## config.mk

```make
export PLATFORM = sky130hd
export DESIGN_NAME = seq_shift_unit_flat
export DESIGN_NICKNAME = d
export VERILOG_FILES = /design/src/rtl/seq_shift_if.sv /design/src/rtl/seq_shift_unit.sv /design/src/flat_wrapper.sv
export SDC_FILE = /design/constraint.sdc
export NUM_CORES = 1
export LEC_CHECK = 0
export CORE_MARGIN = 5
export CORE_UTILIZATION = 40
export CTS_BUF_LIST = sky130_fd_sc_hd__clkbuf_4 sky130_fd_sc_hd__clkbuf_8
export DETAILED_ROUTE_END_ITERATION = 16
export DONT_BUFFER_PORTS = 1
export GPL_ROUTABILITY_DRIVEN = 0
export GPL_TIMING_DRIVEN = 0
export PLACE_DENSITY_LB_ADDON = 0.12
export SLEW_MARGIN = 20
export SYNTH_ARGS = -nofsm -noshare
export SYNTH_HDL_FRONTEND = slang
export SYNTH_SLANG_ARGS = --single-unit
```

## constraint.sdc

```tcl
create_clock -name clk -period 4 [get_ports clk]
set_clock_uncertainty 0.1 [all_clocks]
set_input_delay 0.6 -clock clk [delete_from_list [all_inputs] [get_ports clk]]
set_output_delay 0.6 -clock clk [all_outputs]
set_load 0.02 [all_outputs]
```

## src/rtl/seq_shift_if.sv

```systemverilog
// Operand/result bundle between the ALU control unit (master) and the
// multi-cycle SRL/ROL shifter (slave).
interface seq_shift_if #(
    parameter int WIDTH = 8,
    parameter int CNT_W = 3
);
    logic             start;
    logic             opcode;
    logic [WIDTH-1:0] data1;
    logic [CNT_W-1:0] data2;
    logic [WIDTH-1:0] result;
    logic             busy;
    logic             done;

    modport master (
        output start, opcode, data1, data2,
        input  result, busy, done
    );

    modport slave (
        input  start, opcode, data1, data2,
        output result, busy, done
    );
endinterface

```

## src/rtl/seq_shift_unit.sv

```systemverilog
// Multi-cycle SRL / ROL shifter, one bit position per clock, START/BUSY/DONE handshake.
// Optional macro SEQ_SHIFT_ZERO_EXIT_EN: SRL finishes early once the value reaches zero.
module seq_shift_unit #(
    parameter int WIDTH = 8,
    parameter int CNT_W = 3
) (
    input  logic        clk,
    input  logic        reset_n,
    seq_shift_if.slave  bus
);

    localparam logic [1:0] IDLE  = 2'b00;
    localparam logic [1:0] SHIFT = 2'b01;
    localparam logic [1:0] FIN   = 2'b10;

    localparam logic [CNT_W-1:0] CNT_ZERO = {CNT_W{1'b0}};
    localparam logic [CNT_W-1:0] CNT_ONE  = {{(CNT_W-1){1'b0}}, 1'b1};

    logic [1:0]       state_r;
    logic [1:0]       state_next_s;
    logic [WIDTH-1:0] shreg_r;
    logic [WIDTH-1:0] shreg_next_s;
    logic [CNT_W-1:0] cnt_r;
    logic [CNT_W-1:0] cnt_next_s;
    logic             op_r;
    logic             op_next_s;
    logic             busy_r;
    logic             done_r;
    logic [WIDTH-1:0] step_s;

    // One-position logical right shift with zero fill.
    function automatic logic [WIDTH-1:0] srl_step(input logic [WIDTH-1:0] v);
        return {1'b0, v[WIDTH-1:1]};
    endfunction

    // One-position rotate left.
    function automatic logic [WIDTH-1:0] rol_step(input logic [WIDTH-1:0] v);
        return {v[WIDTH-2:0], v[WIDTH-1]};
    endfunction

    // Single shift step selected by the opcode latched at START.
    always_comb begin
        step_s = shreg_r;
        if (op_r) begin
            step_s = rol_step(shreg_r);
        end else begin
            step_s = srl_step(shreg_r);
        end
    end

    // Next-state and datapath update for the IDLE -> SHIFT -> FIN sequence.
    always_comb begin
        state_next_s = state_r;
        shreg_next_s = shreg_r;
        cnt_next_s   = cnt_r;
        op_next_s    = op_r;
        case (state_r)
            IDLE: begin
                if (bus.start) begin
                    shreg_next_s = bus.data1;
                    cnt_next_s   = bus.data2;
                    op_next_s    = bus.opcode;
                    if (bus.data2 != CNT_ZERO) begin
                        state_next_s = SHIFT;
                    end else begin
                        state_next_s = FIN;
                    end
                end else begin
                    state_next_s = IDLE;
                end
            end
            SHIFT: begin
                // cnt is at least 1 here, so the decrement cannot wrap
                shreg_next_s = step_s;
                cnt_next_s   = cnt_r - CNT_ONE;
                if (cnt_r == CNT_ONE) begin
                    state_next_s = FIN;
`ifdef SEQ_SHIFT_ZERO_EXIT_EN
                end else if (!op_r && (step_s == {WIDTH{1'b0}})) begin
                    state_next_s = FIN;
`endif
                end else begin
                    state_next_s = SHIFT;
                end
            end
            FIN: begin
                state_next_s = IDLE;
            end
            default: begin
                state_next_s = IDLE;
            end
        endcase
    end

    // State and datapath registers; BUSY/DONE registered from the next state.
    always_ff @(posedge clk or negedge reset_n) begin
        if (!reset_n) begin
            state_r <= IDLE;
            shreg_r <= {WIDTH{1'b0}};
            cnt_r   <= CNT_ZERO;
            op_r    <= 1'b0;
            busy_r  <= 1'b0;
            done_r  <= 1'b0;
        end else begin
            state_r <= state_next_s;
            shreg_r <= shreg_next_s;
            cnt_r   <= cnt_next_s;
            op_r    <= op_next_s;
            busy_r  <= (state_next_s != IDLE);
            done_r  <= (state_next_s == FIN);
        end
    end

    assign bus.result = shreg_r;
    assign bus.busy   = busy_r;
    assign bus.done   = done_r;

endmodule

```

## src/flat_wrapper.sv

```systemverilog
// flat-port wrapper written by rule: the top's interface ports become plain ports
module seq_shift_unit_flat 
#(
    parameter int WIDTH = 8,
    parameter int CNT_W = 3
)
  (clk, reset_n, bus_start, bus_opcode, bus_data1, bus_data2, bus_result, bus_busy, bus_done);
  seq_shift_if #(.WIDTH(WIDTH), .CNT_W(CNT_W)) bus_i ();
  input  logic clk;
  input  logic reset_n;
  input wire logic [$bits(bus_i.start)-1:0] bus_start;
  input wire logic [$bits(bus_i.opcode)-1:0] bus_opcode;
  input wire logic [$bits(bus_i.data1)-1:0] bus_data1;
  input wire logic [$bits(bus_i.data2)-1:0] bus_data2;
  output wire logic [$bits(bus_i.result)-1:0] bus_result;
  output wire logic [$bits(bus_i.busy)-1:0] bus_busy;
  output wire logic [$bits(bus_i.done)-1:0] bus_done;
  assign bus_i.start = bus_start;
  assign bus_i.opcode = bus_opcode;
  assign bus_i.data1 = bus_data1;
  assign bus_i.data2 = bus_data2;
  assign bus_result = bus_i.result;
  assign bus_busy = bus_i.busy;
  assign bus_done = bus_i.done;
  seq_shift_unit #(.WIDTH(WIDTH), .CNT_W(CNT_W)) u_core (.clk(clk), .reset_n(reset_n), .bus(bus_i));
endmodule
```

# --- Word level (Yosys, flattened, before mapping) ---
# Index checks and enable logic that the tools add are counted.
word_totals:
  regBits: 16
  output_inout_bits: 10
op_classes:
  n_addsub: 1
  eq_ne: 4
  n_mux: 9
  reduce_logical: 6
ops:
  columns: ["op", "count"]
  rows:
  - ["$mux W8", 2]
  - ["$pmux W8 S2", 1]
  - ["$mux W2", 3]
  - ["$pmux W3 S2", 1]
  - ["$pmux W2 S2", 1]
  - ["$reduce_and A2 Y1", 2]
  - ["$reduce_bool A2 Y1", 2]
  - ["$eq A3 B1 Y1 const B", 1]
  - ["$mux W3", 1]
  - ["$reduce_bool A3 Y1", 1]
  - ["$sub A3 B1 Y3 const B", 1]
  - ["$eq A2 B1 Y1 const B", 1]
  - ["$eq A2 B2 Y1 const B", 1]
  - ["$logic_not A2 Y1", 1]
  - ["$ne A2 B2 Y1 const B", 1]

# --- Logic depth before layout (Yosys ltp) ---
logic_depth:
  ltp_word: 5
  ltp_mapped: 5
  mapped_depth_nobuf: 5

# --- Worst setup path before layout ---
# Ideal clock, no wire load.
synth_path:
  kind: "input to register"
  from: "input port bus_start"
  to: "register u_core.op_r"
  setup_ps: 128
  arrival_ps: 1219
  required_time_ps: 3772
  path_slack_ps: 2554
  cell_stages: 3
  path_buffers: 0
  cell_sequence: "and2b_1 -> nor2b_1 -> mux2_1"
synth_via:
  elab_chain_len: 1
synth_rtl:
  columns: ["element", "line", "source"]
  rows:
  - ["start, declared", "flat_wrapper.sv:11", "input wire logic [$bits(bus_i.start)-1:0] bus_start;"]
  - ["$reduce_and A2 Y1 (no line)", null, null]
  - ["end signal, assigned", "seq_shift_unit.sv:108", "op_r <= op_next_s;"]
  - ["end, declared", "seq_shift_unit.sv:25", "logic op_r;"]
# Every way passes these cells.
# A chain may end at the register's enable or synchronous reset.

# --- Worst setup path after layout ---
layout_path:
  from: "register u_core.shreg_r[5], in the netlist u_core.bus.result[5]"
  to: "output port bus_result[5]"
layout_rtl:
  columns: ["element", "line", "source"]
  rows:
  - ["start, declared", "seq_shift_unit.sv:21", "logic [WIDTH-1:0] shreg_r;"]
  - ["start signal, assigned", "seq_shift_unit.sv:99", "shreg_r <= {WIDTH{1'b0}};"]
  - ["start signal, assigned", "seq_shift_unit.sv:106", "shreg_r <= shreg_next_s;"]
  - ["end, declared", "flat_wrapper.sv:15", "output wire logic [$bits(bus_i.result)-1:0] bus_result;"]
# No word-level cell between the ends.

==> results.md <==
- Input/output buffers: 0
- Number of clock sinks seen by CTS: 16
- Peak supply drop: 0.0003896 V
- Die outline area: 3222 um2
- Type of destination of the critical path: primary output
- Total via count after detailed routing: roughly 640
- Initial Util: 0.4071
- Number of antenna cells inserted: 0
- Root buf cell: sky130_fd_sc_hd__clkbuf_4
- Number of levels in the clock H-tree: 1
- Cell Pwr Density: ~900 nW/um2
- Std-Cell Rows: 17
- Detail-routed via count per cell: 5.152
- Count of cells resized by post-cts repair: 0
- Total track usage: 0.1225
- Commonest cells after routing, fill and taps aside: sky130_fd_sc_hd__dfrtp_1 (16), sky130_fd_sc_hd__nor2_1 (9), sky130_fd_sc_hd__nor2b_1 (9)
- Length of the first detailed-routing pass in iterations: 4
- Yosys warnings: 0
- Drc violations: 0
- Number of buffers added by the clock tree synthesis step: 3
- Leak: about 0.4 nW
- Post-synthesis sequential element count: 16
- Commonest register cell after synthesis: sky130_fd_sc_hd__dfrtp_1
- Final count of negative-setup-slack endpoints: 0
- Number of placed I/O pins: 25
- Synthesis-to-finish area growth: 7.725%
- Post-synth design cell area: roughly 900 um2
- Pin count of the biggest net entering global routing: 17
- HPWL after detailed placement: between 1 and 1.5 mm
- Count of flip-flops with a built-in enable after synthesis: 0
- Longest Clk Path Bufs: 2
- Routed wire length: between 1.5 and 2 mm
- Fraction of layout instances using a drive strength above 1: 0.1031
- Top achievable clock speed: 666.4 MHz
- Number of cells after detailed placement: 121
- Overflow left after global routing: 0
- Time the worst path needs with I/O delays and setup: around 1.5 ns
- TritonCTS clock tree: built
- Average cell area after synthesis: 9.404 um2
- Synthesized netlist net count: 110
- Synthesized netlist cell count: 93
- Maximum net fanout on the critical path: 4
- Transition at the pin with the smallest max-transition slack: 0.7421 ns
- Die Span Y: approximately 57 um
- Clock-pin transition on the worst setup and hold timing paths: 0.09 ns
- Number of design-rule violations left by the first detailed-router iteration: 15
- Total Negative Setup Slacks: 0 ns
- Final count of pins violating max slew: 0
- Global-route wire length before repair: 3.077 mm
- Most frequent standard cell in the layout excluding fill and tap cells: sky130_fd_sc_hd__dfrtp_1
- Critical Path RT: approximately 3.3 ns
- Core area: approximately 2100 um2
- Antenna Violating Nets Remaining: 0
- Number of distinct library cell variants in the gate-level netlist after synthesis: 22
- Number of buffers added to fix hold violations after cts: 1
- Die Width: between 50 and 60 um
- Number of antenna violations at the first check in global routing: 0
- Post-layout nets: 116
- Worst min path class: in -> reg
- Final number of hold-violating endpoints: 0
- Drt wl/cell: 15.07 um
- Result of the run: completed
- Ys async rst share: 1.000
- Postcts setup bufs: 0
- Setup CP Type: reg -> out
- Vias in the first global route: 658
- Finished Layout Cells: 125
- Setup repair after global routing missed its margin: false
- Critical Path AT: 0.80 ns
- Worst max-slew margin expressed relative to the limit: 0.5036
- # Max-Cap Violations: 0
- Seq/Total Area, Yosys: 0.4578
- Worst-Skew Late Latency: 0.28 ns
- Final clock period utilization by the worst path: 0.3751
- Type of element launching the critical path: flop
logic make-up after synthesis:
family                     after synthesis  share of synthesized area
AOI/OAI and AO/OA                       29                     0.2375
adders and majority gates                2                    0.02861
buffers and inverters                   13                    0.07725
DFF                                     16                     0.4578
muxes                                    1                    0.01287
and+or+nand+nor                         32                     0.1860
power breakdown:
| part | internal (mW) | switching (mW) | leakage [nW] |
|---|---|---|---|
| Sequential | 0.244 | 0.134 | 0.194 |
| Combinational | 0.181 | 0.211 | 0.201 |
| Clock | 0.0349 | 0.0498 | 0.0138 |
| Total | 0.459 | 0.395 | 0.408 |
synth_stat cells, types with 3 or more instances:
master,instances,area share
sky130_fd_sc_hd__o21ai_0,3,0.017
sky130_fd_sc_hd__a21oi_1,6,0.034
sky130_fd_sc_hd__dfrtp_1,16,0.46
sky130_fd_sc_hd__nor2b_1,9,0.064
sky130_fd_sc_hd__nand2_1,8,0.034
sky130_fd_sc_hd__inv_1,7,0.030
sky130_fd_sc_hd__buf_2,3,0.017
sky130_fd_sc_hd__o31ai_1,7,0.060
sky130_fd_sc_hd__a211oi_1,7,0.060
sky130_fd_sc_hd__nor2_1,9,0.039
layout make-up:
class                           instances  area [um2]
Tap cell                               28       35.03
Clock buffer                            3       22.52
Buffer                                  6       41.29
Multi-Input combinational cell         64       406.6
Inverter                                7       26.28
Fill cell                             204        1206
Timing Repair Buffer                    1       10.01
Sequential cell                        16       400.4
flip-flops by register name, indices dropped and copies added, names as in the netlist:
signal,count
u_core.bus.busy,1
u_core.bus.done,1
u_core.bus.result,8
u_core.cnt_r,3
u_core.op_r,1
u_core.state_r,2
worst paths after layout:
path	startpoint	end	slack, ns	depth (start not counted)
worst max-delay path	u_core.bus.result[5]	bus_result[5]	2.50	0
min in group asynchronous	reset_n	u_core.cnt_r[0]	0.72	1
worst max register to register	u_core.state_r[0]	u_core.bus.result[2]	2.62	5
worst min register to register	u_core.cnt_r[1]	u_core.cnt_r[1]	0.49	2
max in group asynchronous	reset_n	u_core.bus.done	2.62	1
worst min-delay path	bus_opcode	u_core.op_r	0.35	1
worst register-to-register path: stages, from the launching register on:
cell and delay [ns]:
sky130_fd_sc_hd__dfrtp_1 0.40, sky130_fd_sc_hd__buf_4 0.18, sky130_fd_sc_hd__o21bai_4 0.28, sky130_fd_sc_hd__buf_6 0.19, sky130_fd_sc_hd__nand2_1 0.06, sky130_fd_sc_hd__o31ai_1 0.08
through the flow:
step | cell area, um2 | hold WS, ns | util | worst slack (ns) | power [mW]
floorplan | 874.6 | 0.2044 | - | 2.554 | 0.6866
global placement | 909.6 | 0.2048 | 0.4234 | 2.485 | 0.7689
detailed placement | 909.6 | 0.2048 | 0.4234 | 2.485 | 0.7805
CTS | 942.2 | 0.3421 | 0.4386 | 2.480 | 0.8718
global route | 942.2 | 0.3353 | 0.4386 | 2.454 | 0.9325
finish | 942.2 | 0.3487 | 0.4386 | 2.499 | 0.8546
routing by layer:
| layer | up-vias | wire length [um] | track usage |
|---|---|---|---|
| li1 | 331 | - | - |
| met1 | 298 | 783 | 0.1385 |
| met2 | 13 | 967 | 0.2096 |
| met3 | 2 | 122 | 0.03448 |
| met4 | 0 | 10 | 0.05960 |
| met5 | - | 0 | 0 |
Power figures use the tool's default switching activity.
